## config.mk

```make
export PLATFORM = sky130hd
export DESIGN_NAME = axi_wdata_allocator_flat
export DESIGN_NICKNAME = d
export VERILOG_FILES = /design/src/rtl/axi_wdata_if.sv /design/src/rtl/axi_wdata_allocator.sv /design/src/flat_wrapper.sv
export SDC_FILE = /design/constraint.sdc
export NUM_CORES = 1
export LEC_CHECK = 0
export BUFFER_PORTS_ARGS = -buffer_cell sky130_fd_sc_hd__buf_4
export CELL_PAD_IN_SITES_DETAIL_PLACEMENT = 1
export CELL_PAD_IN_SITES_GLOBAL_PLACEMENT = 2
export CORE_ASPECT_RATIO = 1.5
export CORE_MARGIN = 8
export CORE_UTILIZATION = 36
export DETAILED_ROUTE_END_ITERATION = 7
export GPL_ROUTABILITY_DRIVEN = 0
export GPL_TIMING_DRIVEN = 0
export MAX_ROUTING_LAYER = met4
export PLACE_DENSITY_LB_ADDON = 0.1
export SETUP_SLACK_MARGIN = 0.15
export SYNTH_ARGS = -nofsm -noshare
export SYNTH_HDL_FRONTEND = slang
export SYNTH_SLANG_ARGS = --single-unit
```

## constraint.sdc

```tcl
create_clock -name clk -period 3.7 [get_ports clk]
set_input_delay 0.37 -clock clk [delete_from_list [all_inputs] [get_ports clk]]
set_output_delay 0.37 -clock clk [all_outputs]
set_load 0.03 [all_outputs]
```

## src/rtl/axi_wdata_if.sv

```systemverilog
// W-channel allocator bundle: AW-side ID push, initiator W channels, target W channel.
// The slave modport is the allocator's view of the bundle.
interface axi_wdata_if #(
    parameter int unsigned N_TARG_PORT = 4,
    parameter int unsigned FIFO_DEPTH  = 8
);
    localparam int unsigned SEL_W = $clog2(N_TARG_PORT);
    localparam int unsigned CNT_W = $clog2(FIFO_DEPTH + 1);

    logic                   push_ID_i;
    logic [N_TARG_PORT-1:0] ID_i;
    logic                   grant_FIFO_ID_o;
    logic [N_TARG_PORT-1:0] wvalid_i;
    logic [N_TARG_PORT-1:0] wlast_i;
    logic [N_TARG_PORT-1:0] wready_o;
    logic                   wvalid_o;
    logic                   wlast_o;
    logic                   wready_i;
    logic [SEL_W-1:0]       wsel_o;
    logic [CNT_W-1:0]       occupancy_o;
    logic                   err_onehot_o;

    modport slave (
        input  push_ID_i, ID_i, wvalid_i, wlast_i, wready_i,
        output grant_FIFO_ID_o, wready_o, wvalid_o, wlast_o, wsel_o,
               occupancy_o, err_onehot_o
    );

    modport master (
        output push_ID_i, ID_i, wvalid_i, wlast_i, wready_i,
        input  grant_FIFO_ID_o, wready_o, wvalid_o, wlast_o, wsel_o,
               occupancy_o, err_onehot_o
    );
endinterface

```

## src/rtl/axi_wdata_allocator.sv

```systemverilog
// Grants the shared target W channel to initiators in AW-grant order, holding each
// grant until its WLAST beat completes. IDs are queued in a small circular buffer.
module axi_wdata_allocator #(
    parameter int unsigned N_TARG_PORT = 4,
    parameter int unsigned FIFO_DEPTH  = 8
) (
    input  logic         clk,
    input  logic         rst_n,
    input  logic         test_en_i,
    axi_wdata_if.slave   bus
);
    localparam int unsigned SEL_W = $clog2(N_TARG_PORT);
    localparam int unsigned PTR_W = $clog2(FIFO_DEPTH);
    localparam int unsigned CNT_W = $clog2(FIFO_DEPTH + 1);

    typedef enum logic {IDLE, BURST} state_t;

    state_t                 state_q, state_d;
    logic [N_TARG_PORT-1:0] mem [FIFO_DEPTH];
    logic [PTR_W-1:0]       rd_ptr_q, wr_ptr_q;
    logic [CNT_W-1:0]       count_q, count_d;
    logic [SEL_W-1:0]       wsel_q;
    logic                   err_q;

    logic [N_TARG_PORT-1:0] head;
    logic [SEL_W-1:0]       head_idx;
    logic                   id_onehot;
    logic                   full;
    logic                   push_ok;
    logic                   pop;

    logic unused_test_en;
    assign unused_test_en = test_en_i;

    // Head decode: one-hot queue entry to binary mux select
    always_comb begin
        head     = mem[rd_ptr_q];
        head_idx = '0;
        for (int i = 0; i < int'(N_TARG_PORT); i++) begin
            if (head[i]) head_idx = head_idx | SEL_W'(i);
        end
    end

    // Next-state, queue bookkeeping and W steering
    always_comb begin
        state_d      = state_q;
        count_d      = count_q;
        bus.wvalid_o = 1'b0;
        bus.wlast_o  = 1'b0;
        bus.wready_o = '0;
        bus.wsel_o   = wsel_q;

        full      = (count_q == CNT_W'(FIFO_DEPTH));
        id_onehot = (bus.ID_i != '0) && ((bus.ID_i & (bus.ID_i - 1'b1)) == '0);
        push_ok   = bus.push_ID_i && !full && id_onehot;

        if (state_q == BURST) begin
            bus.wvalid_o = bus.wvalid_i[head_idx];
            bus.wlast_o  = bus.wlast_i[head_idx];
            bus.wready_o = {N_TARG_PORT{bus.wready_i}} & head;
            bus.wsel_o   = head_idx;
        end
        pop = (state_q == BURST) && bus.wvalid_o && bus.wready_i && bus.wlast_o;

        case ({push_ok, pop})
            2'b10:   count_d = count_q + 1'b1;
            2'b01:   count_d = count_q - 1'b1;
            default: count_d = count_q;
        endcase

        case (state_q)
            IDLE:    if (count_d != '0) state_d = BURST;
            BURST:   if (pop && count_d == '0) state_d = IDLE;
            default: state_d = IDLE;
        endcase
    end

    assign bus.grant_FIFO_ID_o = !full;
    assign bus.occupancy_o     = count_q;
    assign bus.err_onehot_o    = err_q;

    always_ff @(posedge clk or negedge rst_n) begin
        if (!rst_n) begin
            state_q  <= IDLE;
            rd_ptr_q <= '0;
            wr_ptr_q <= '0;
            count_q  <= '0;
            wsel_q   <= '0;
            err_q    <= 1'b0;
        end else begin
            state_q <= state_d;
            count_q <= count_d;
            err_q   <= bus.push_ID_i && !id_onehot;
            if (push_ok) wr_ptr_q <= wr_ptr_q + PTR_W'(1);
            if (pop)     rd_ptr_q <= rd_ptr_q + PTR_W'(1);
            if (state_q == BURST) wsel_q <= head_idx;
        end
    end

    // ID storage needs no reset: entries are only read once counted valid
    always_ff @(posedge clk) begin
        if (push_ok) mem[wr_ptr_q] <= bus.ID_i;
    end
endmodule

```

## src/flat_wrapper.sv

```systemverilog
// flat-port wrapper written by rule: the top's interface ports become plain ports
module axi_wdata_allocator_flat 
#(
    parameter int unsigned N_TARG_PORT = 4,
    parameter int unsigned FIFO_DEPTH  = 8
)
  (clk, rst_n, test_en_i, bus_push_ID_i, bus_ID_i, bus_wvalid_i, bus_wlast_i, bus_wready_i, bus_grant_FIFO_ID_o, bus_wready_o, bus_wvalid_o, bus_wlast_o, bus_wsel_o, bus_occupancy_o, bus_err_onehot_o);
  axi_wdata_if #(.N_TARG_PORT(N_TARG_PORT), .FIFO_DEPTH(FIFO_DEPTH)) bus_i ();
  input  logic clk;
  input  logic rst_n;
  input  logic test_en_i;
  input wire logic [$bits(bus_i.push_ID_i)-1:0] bus_push_ID_i;
  input wire logic [$bits(bus_i.ID_i)-1:0] bus_ID_i;
  input wire logic [$bits(bus_i.wvalid_i)-1:0] bus_wvalid_i;
  input wire logic [$bits(bus_i.wlast_i)-1:0] bus_wlast_i;
  input wire logic [$bits(bus_i.wready_i)-1:0] bus_wready_i;
  output wire logic [$bits(bus_i.grant_FIFO_ID_o)-1:0] bus_grant_FIFO_ID_o;
  output wire logic [$bits(bus_i.wready_o)-1:0] bus_wready_o;
  output wire logic [$bits(bus_i.wvalid_o)-1:0] bus_wvalid_o;
  output wire logic [$bits(bus_i.wlast_o)-1:0] bus_wlast_o;
  output wire logic [$bits(bus_i.wsel_o)-1:0] bus_wsel_o;
  output wire logic [$bits(bus_i.occupancy_o)-1:0] bus_occupancy_o;
  output wire logic [$bits(bus_i.err_onehot_o)-1:0] bus_err_onehot_o;
  assign bus_i.push_ID_i = bus_push_ID_i;
  assign bus_i.ID_i = bus_ID_i;
  assign bus_i.wvalid_i = bus_wvalid_i;
  assign bus_i.wlast_i = bus_wlast_i;
  assign bus_i.wready_i = bus_wready_i;
  assign bus_grant_FIFO_ID_o = bus_i.grant_FIFO_ID_o;
  assign bus_wready_o = bus_i.wready_o;
  assign bus_wvalid_o = bus_i.wvalid_o;
  assign bus_wlast_o = bus_i.wlast_o;
  assign bus_wsel_o = bus_i.wsel_o;
  assign bus_occupancy_o = bus_i.occupancy_o;
  assign bus_err_onehot_o = bus_i.err_onehot_o;
  axi_wdata_allocator #(.N_TARG_PORT(N_TARG_PORT), .FIFO_DEPTH(FIFO_DEPTH)) u_core (.clk(clk), .rst_n(rst_n), .test_en_i(test_en_i), .bus(bus_i));
endmodule
```

# [Yosys cells after proc, flatten, opt, wreduce, memory -nomap -nowiden]
# Memory sizes are Yosys's and may differ from the RTL's.
# Cells that the tools add are included.
[word_totals] mem_bits_rw=32 input_bits=17 n_memories=1 output_inout_bits=14 wordCells=50 ff_bits=14
[classes] n_mux=17 magnitude_cmp=1 n_addsub=5 n_reduce_logical=14 eq_ne=3 bitwise_logic=3
[mem_list] name="u_core.mem" words=8 width=4 read_ports=1 rd_ports_with_merged_regs=0 write_ports=1 line="axi_wdata_allocator.sv:19" rtl="logic [N_TARG_PORT-1:0] mem [FIFO_DEPTH];"
[op_table] cell="2-to-1 mux 1 bit" n=9
[op_table] cell="bitwise AND 4 bit" n=2
[op_table] cell="logical AND 1 bit" n=8
[op_table] cell="zero test 4 bit" n=2
[op_table] cell="one-hot mux 4 bit (2 select lines)" n=1
[op_table] cell="nonzero test 4 bit" n=2
[op_table] cell="subtractor 4 x 1 -> 4 bit, second input constant" n=2
[op_table] cell="adder 3 x 1 -> 3 bit, second input constant" n=2
[op_table] cell="2-to-1 mux 2 bit" n=3
[op_table] cell="adder 4 x 1 -> 4 bit, second input constant" n=1
[op_table] cell="binary-select mux 1 bit (select 2 bit)" n=2
[op_table] cell="equality test 4 bit, second input constant" n=1
[op_table] cell="2-to-1 mux 4 bit" n=1
[op_table] cell="less-than comparator 2 x 3 -> 1 bit, second input constant" n=1
[op_table] cell="equality test 2 x 1 -> 1 bit, second input constant" n=1
[op_table] cell="equality test 2 bit, second input constant" n=1
[op_table] cell="zero test 1 bit" n=2
[op_table] cell="one-hot mux 1 bit (2 select lines)" n=1
[op_table] cell="inverter 1 bit" n=1

# [Logic depth before layout (Yosys ltp)]
# An unclocked memory read counts as a cell.
[depth] depth_word=16 ltp_mapped=17 ltp_nobuf=16

# [Worst setup path after synthesis]
# OpenSTA, ideal clock, no wires.
[synth_timing] path_type="register to register" startpoint="register u_core.rd_ptr_q[0]" endpoint="register u_core.state_q" stages_incl_launch_ff=17 period_less_slack_ns=3.858 arrival_time_ns=3.740 setup_slack_ns=-0.158 t_required_ns=3.582 path_buffers=1 setup_ns=0.118 path_cell_list="dfrtp_1 -> buf_6 -> mux4_2 -> mux2i_2 -> and2_1 -> a32o_1 -> nand4bb_1 -> inv_1 -> ha_1 -> ha_1 -> a21o_1 -> a21oi_1 -> xnor2_1 -> nor2_1 -> xor2_1 -> or4_1 -> a21o_1"
[synth_via] elab_chain_len=16 elab_cells_between_ends=22 classes_between="eq/ne (2); mux (13); reduce/logical (6); memory (1)"
[synth_rtl] element="start, declared" line="axi_wdata_allocator.sv:20" rtl="logic [PTR_W-1:0] rd_ptr_q, wr_ptr_q;"
[synth_rtl] element="start signal, assigned" line="axi_wdata_allocator.sv:95" rtl="if (pop) rd_ptr_q <= rd_ptr_q + PTR_W'(1);"
[synth_rtl] element="memory (8 x 4 bit) (*)"
[synth_rtl] element="2-to-1 mux 1 bit" line="axi_wdata_allocator.sv:40" rtl="if (head[i]) head_idx = head_idx | SEL_W'(i);"
[synth_rtl] element="2-to-1 mux 2 bit" line="axi_wdata_allocator.sv:40"
[synth_rtl] element="2-to-1 mux 2 bit (*)" line="axi_wdata_allocator.sv:40"
[synth_rtl] element="binary-select mux 1 bit (select 2 bit)" line="axi_wdata_allocator.sv:58" rtl="bus.wvalid_o = bus.wvalid_i[head_idx];"
[synth_rtl] element="2-to-1 mux 1 bit (implied by the code)" line="axi_wdata_allocator.sv:58"
[synth_rtl] element="2-to-1 mux 1 bit" line="axi_wdata_allocator.sv:57" rtl="if (state_q == BURST) begin"
[synth_rtl] element="logical AND 1 bit (2 in a row)" line="axi_wdata_allocator.sv:63" rtl="pop = (state_q == BURST) && bus.wvalid_o && bus.wready_i && bus.wlast_o;"
[synth_rtl] element="logical AND 1 bit (*)" line="axi_wdata_allocator.sv:63"
[synth_rtl] element="equality test 2 x 1 -> 1 bit or equality test 2 bit (tied branches)" line="axi_wdata_allocator.sv:65" rtl="case ({push_ok, pop})"
[synth_rtl] element="one-hot mux 4 bit (2 select lines) (*)" line="axi_wdata_allocator.sv:65"
[synth_rtl] element="net u_core.count_d[3]" line="axi_wdata_allocator.sv:21" rtl="logic [CNT_W-1:0] count_q, count_d;"
[synth_rtl] element="zero test 4 bit" line="axi_wdata_allocator.sv:73" rtl="BURST: if (pop && count_d == '0) state_d = IDLE;"
[synth_rtl] element="logical AND 1 bit" line="axi_wdata_allocator.sv:73"
[synth_rtl] element="2-to-1 mux 1 bit" line="axi_wdata_allocator.sv:73"
[synth_rtl] element="one-hot mux 1 bit (2 select lines) (*)" line="axi_wdata_allocator.sv:71" rtl="case (state_q)"
[synth_rtl] element="net u_core.state_d" line="axi_wdata_allocator.sv:18" rtl="state_t state_q, state_d;"
[synth_rtl] element="end signal, assigned" line="axi_wdata_allocator.sv:91" rtl="state_q <= state_d;"
[synth_rtl] element="end, declared" line="axi_wdata_allocator.sv:18"
# The timed path passes the listed nets; every way through them passes the cells marked *. The select of a mux whose other input is x is not followed.
# A chain may end at the register's enable or synchronous reset.

# [Worst setup path after layout]
[layout_timing] startpoint="register u_core.rd_ptr_q[1]" endpoint="register u_core.state_q"
# The elaborated chain is that of the path after synthesis.

==> results.sh <==
export IMPL_vias=1393
export IMPL_num_io_pins=31
export IMPL_netlist_instances=149
export IMPL_hold_viol_final=0
export IMPL_fillers=583
export IMPL_drc=0
export IMPL_cp_arrival_ns=3.87
export IMPL_cp_start_kind="register"
export IMPL_cts_root_buf="clkbuf_8"
export IMPL_cts_clk_slew_worst_paths_ns=0.09
export IMPL_setup_viol=0
export IMPL_stdcell_count=281
export IMPL_start_util_pct=37.18
export IMPL_min_period_over_period_pct=99.41
export IMPL_grt_pass1_wl_mm=8.197
export IMPL_nets=231
export IMPL_grt_max_degree=17
export IMPL_fmax_mhz=271.9
export IMPL_grt_overflow=0
export IMPL_syn2layout_area_growth_pct=31.35
export IMPL_synth_fp_nets=172
export IMPL_worstMarginPinSlew_ns=0.8313
export IMPL_netlist_area_um2=2167
export IMPL_htreeDepth=2
export IMPL_drive_gt1_share_pct=42.11
export IMPL_required_ns=3.89
export IMPL_use_met2_pct=21.35
export IMPL_grt_setup_unrepaired="true"
export IMPL_slowest_stage="mux4_2"
export IMPL_top_usage_layer="met2"
export IMPL_grt_pass1_vias=1530
export IMPL_core_area_um2=5828
export IMPL_slew_headroom_pct=44.46
export IMPL_die_h_um=111.0
export IMPL_wirelength_mm=5.069
export IMPL_dp_hpwl_mm=3.685
export IMPL_status="finished, final reports clean"
export IMPL_synth_top_family_by_area="multiplexers"
export IMPL_hold_class="primary input to register"
export IMPL_die_area_um2=8810
export IMPL_maxSlewViolCount=0
export IMPL_worstPathMaxFanout=4
export IMPL_fp_dieW_um=79.35
export IMPL_viasPerCell=4.957
export IMPL_ir_worst_vdd_uv=275.3
export IMPL_syn_area_per_cell_um2=14.54
export IMPL_ant_nets=0
export IMPL_use_met1_pct=12.86
export IMPL_synth_xor_area_share_pct=3.637
export IMPL_grtUsageTotal_pct=12.24
export IMPL_grt_use_met3_pct=2.922
export IMPL_p_leak_nw=1.115
export IMPL_clock_sinks=46
export IMPL_clockBufferDepth=2
export IMPL_wl_per_cell_um=18.04
export IMPL_rrSetupSlack_ns=0.02
export IMPL_ys_ff_latch=46
export IMPL_synth_compound_area_share_pct=5.658
export IMPL_synth_warnings=0
export IMPL_clkLatencyLatePin_ns=0.30
export IMPL_muxShareOfSynthArea_pct=12.70
export IMPL_whs_ns=0.2984
export IMPL_p_per_area_nw_per_um2=890.4
export IMPL_synth_simple_area_share_pct=10.68
export IMPL_drt_initial_drc_count=32
export IMPL_seq_area_frac_synth_pct=60.51
export IMPL_end_kind="register"
export IMPL_ys_types=41
export IMPL_synth_fa_ha_area_share_pct=3.811
export IMPL_dpl_cell_count=250
export IMPL_path_cells="buf_6, mux4_2, mux2i_4, nand3b_1, a21oi_2, a221oi_4, nand4bb_4, inv_2, ha_4, ha_4, a21o_1, a21oi_2, xnor2_1, nor2_1, xor2_1, or4_4, a21o_1"
export IMPL_rows=34
export IMPL_dr_pass1_iters=4
export IMPL_antenna_found_initial=0
export IMPL_io_buffers=29
export IMPL_cts_tree="done"
export IMPL_min_period_ns=3.678
export IMPL_finalPower_mw=2.535
export IMPL_maxCapViolCount=0
export IMPL_critPathMaxStageDelay_ns=0.52
export IMPL_diodes=0
export IMPL_critical_path_class="register to register"
export IMPL_skew_ns=0.009122
export IMPL_cts_buffers=5
## worst paths after layout
path                       cells after the start                       from                        end
min reg2reg                                    1  u_core.bus.occupancy_o[3]  u_core.bus.occupancy_o[3]
max reg2reg                                   17         u_core.rd_ptr_q[1]             u_core.state_q
max                                           17         u_core.rd_ptr_q[1]             u_core.state_q
min                                            2              bus_push_ID_i    u_core.bus.err_onehot_o
min in group asynchronous                      2                      rst_n           u_core.wsel_q[1]
max in group asynchronous                      2                      rst_n         u_core.rd_ptr_q[0]
## power by group
| part | total [mW] | switching [mW] | internal [mW] |
|---|---|---|---|
| registers | 0.714 | 0.0733 | 0.640 |
| logic | 1.51 | 0.745 | 0.760 |
| clock network | 0.315 | 0.179 | 0.137 |
| total | 2.53 | 0.997 | 1.54 |
## state kept, by name, summed over array words and instances, names as in the netlist
signal	flops
u_core.wsel_q	2
u_core.state_q	1
u_core.mem	32
u_core.bus.occupancy_o	4
u_core.bus.err_onehot_o	1
u_core.wr_ptr_q	3
u_core.rd_ptr_q	3
## cell type report
| cell class | count | area [um^2] | area share (%) |
|---|---|---|---|
| sequential | 46 | 1313 | 46.11 |
| multi-input combinational | 90 | 868.3 | 30.51 |
| timing repair buffer | 52 | 410.4 | 14.42 |
| tap | 72 | 90.09 | 3.165 |
| clock buffer | 5 | 68.82 | 2.418 |
| buffer | 6 | 47.55 | 1.670 |
| inverter | 7 | 26.28 | 0.9231 |
| clock inverter | 3 | 22.52 | 0.7912 |
## through the flow
stage | area [um^2] | utilization [%] | TNS [ns] | setup slack [ns]
4_1_cts | 2778 | 47.66 | 0 | 0.02262
3_3_place_gp | 2520 | 43.24 | -0.1300 | -0.1300
6_report | 2846 | 48.84 | 0 | 0.02166
2_1_floorplan | 2212 | - | 0 | 0.2028
5_1_grt | 2846 | 48.84 | -0.1759 | -0.1759
3_5_place_dp | 2520 | 43.24 | -0.2537 | -0.2537
## cells by family (layout without fill, tap and decap cells)
group                    after synthesis  after routing
AND/OR/NAND/NOR                       41             41
adder cells (fa/ha/maj)                6              6
flip-flops                            46             46
XOR/XNOR                               9              9
AO/OA/AOI/OAI                         16             16
buffers and inverters                 13             73
multiplexers                          18             18
## Yosys cell counts (all sizes together)
master   number  share of area [%]
a21o          2               0.69
a21oi         5                1.3
a221oi        1                1.2
a22oi         1               0.35
a2bb2oi       1               0.40
a31oi         1               0.29
a32o          1               0.46
and2          2               0.58
and3          1               0.29
buf           5                1.6
clkbuf        1               0.17
dfrtp        14                 16
edfxtp       32                 44
fa            1               0.92
ha            5                2.9
inv           7                1.2
mux2          3                1.6
mux2i         9                4.9
mux4          6                6.2
nand2         8                1.4
nand2b        1               0.29
nand3         1               0.23
nand3b        1               0.35
nand4b        1               0.40
nand4bb       1               0.52
nor2         11                1.9
nor2b         4                1.2
nor3          2               0.46
nor3b         4                1.4
o21ai         4               0.92
or4           1               0.35
or4b          3                1.4
xnor2         5                2.0
xor2          4                1.6
## repair_timing
item	4_1_cts	5_1_grt
gates resized for setup	8	2
endpoints found under the setup margin	1	1
hold buffers	1	0
endpoints found under the hold margin	14	0
pin swaps	5	1
gates cloned	0	1
buffers inserted	16	5
## cells in the final DEF, fill, tap and decap left out, drive strengths merged, types with 2 or more instances in the layout
cell type,count
nor3b,4
nor2b,4
a21oi,5
nor3,2
a21o,2
mux2,3
mux2i,9
dfrtp,14
xnor2,5
nand2,8
mux4,6
clkbuf,7
edfxtp,32
or4b,3
inv,9
xor2,4
ha,5
o21ai,4
buf,55
nor2,11
and2,2
## worst max-delay path, delay by kind of cell (launching register included)
family                   cells  cell delay [ns]
AO/OA/AOI/OAI                5             0.82
XOR/XNOR                     2             0.29
adder cells (fa/ha/maj)      2             0.33
buffers and inverters        2             0.22
flip-flops                   1             0.37
multiplexers                 2             0.70
AND/OR/NAND/NOR              4             0.84
## routing by layer
layer,part of all wire [%],vias to the layer above,wire length [um]
met5,0,-,0
met1,38,698,1942
met4,1.4,0,72
met2,57,22,2869
li1,-,667,-
met3,3.6,6,185
Note: power is estimated with default switching activity, not from simulation.
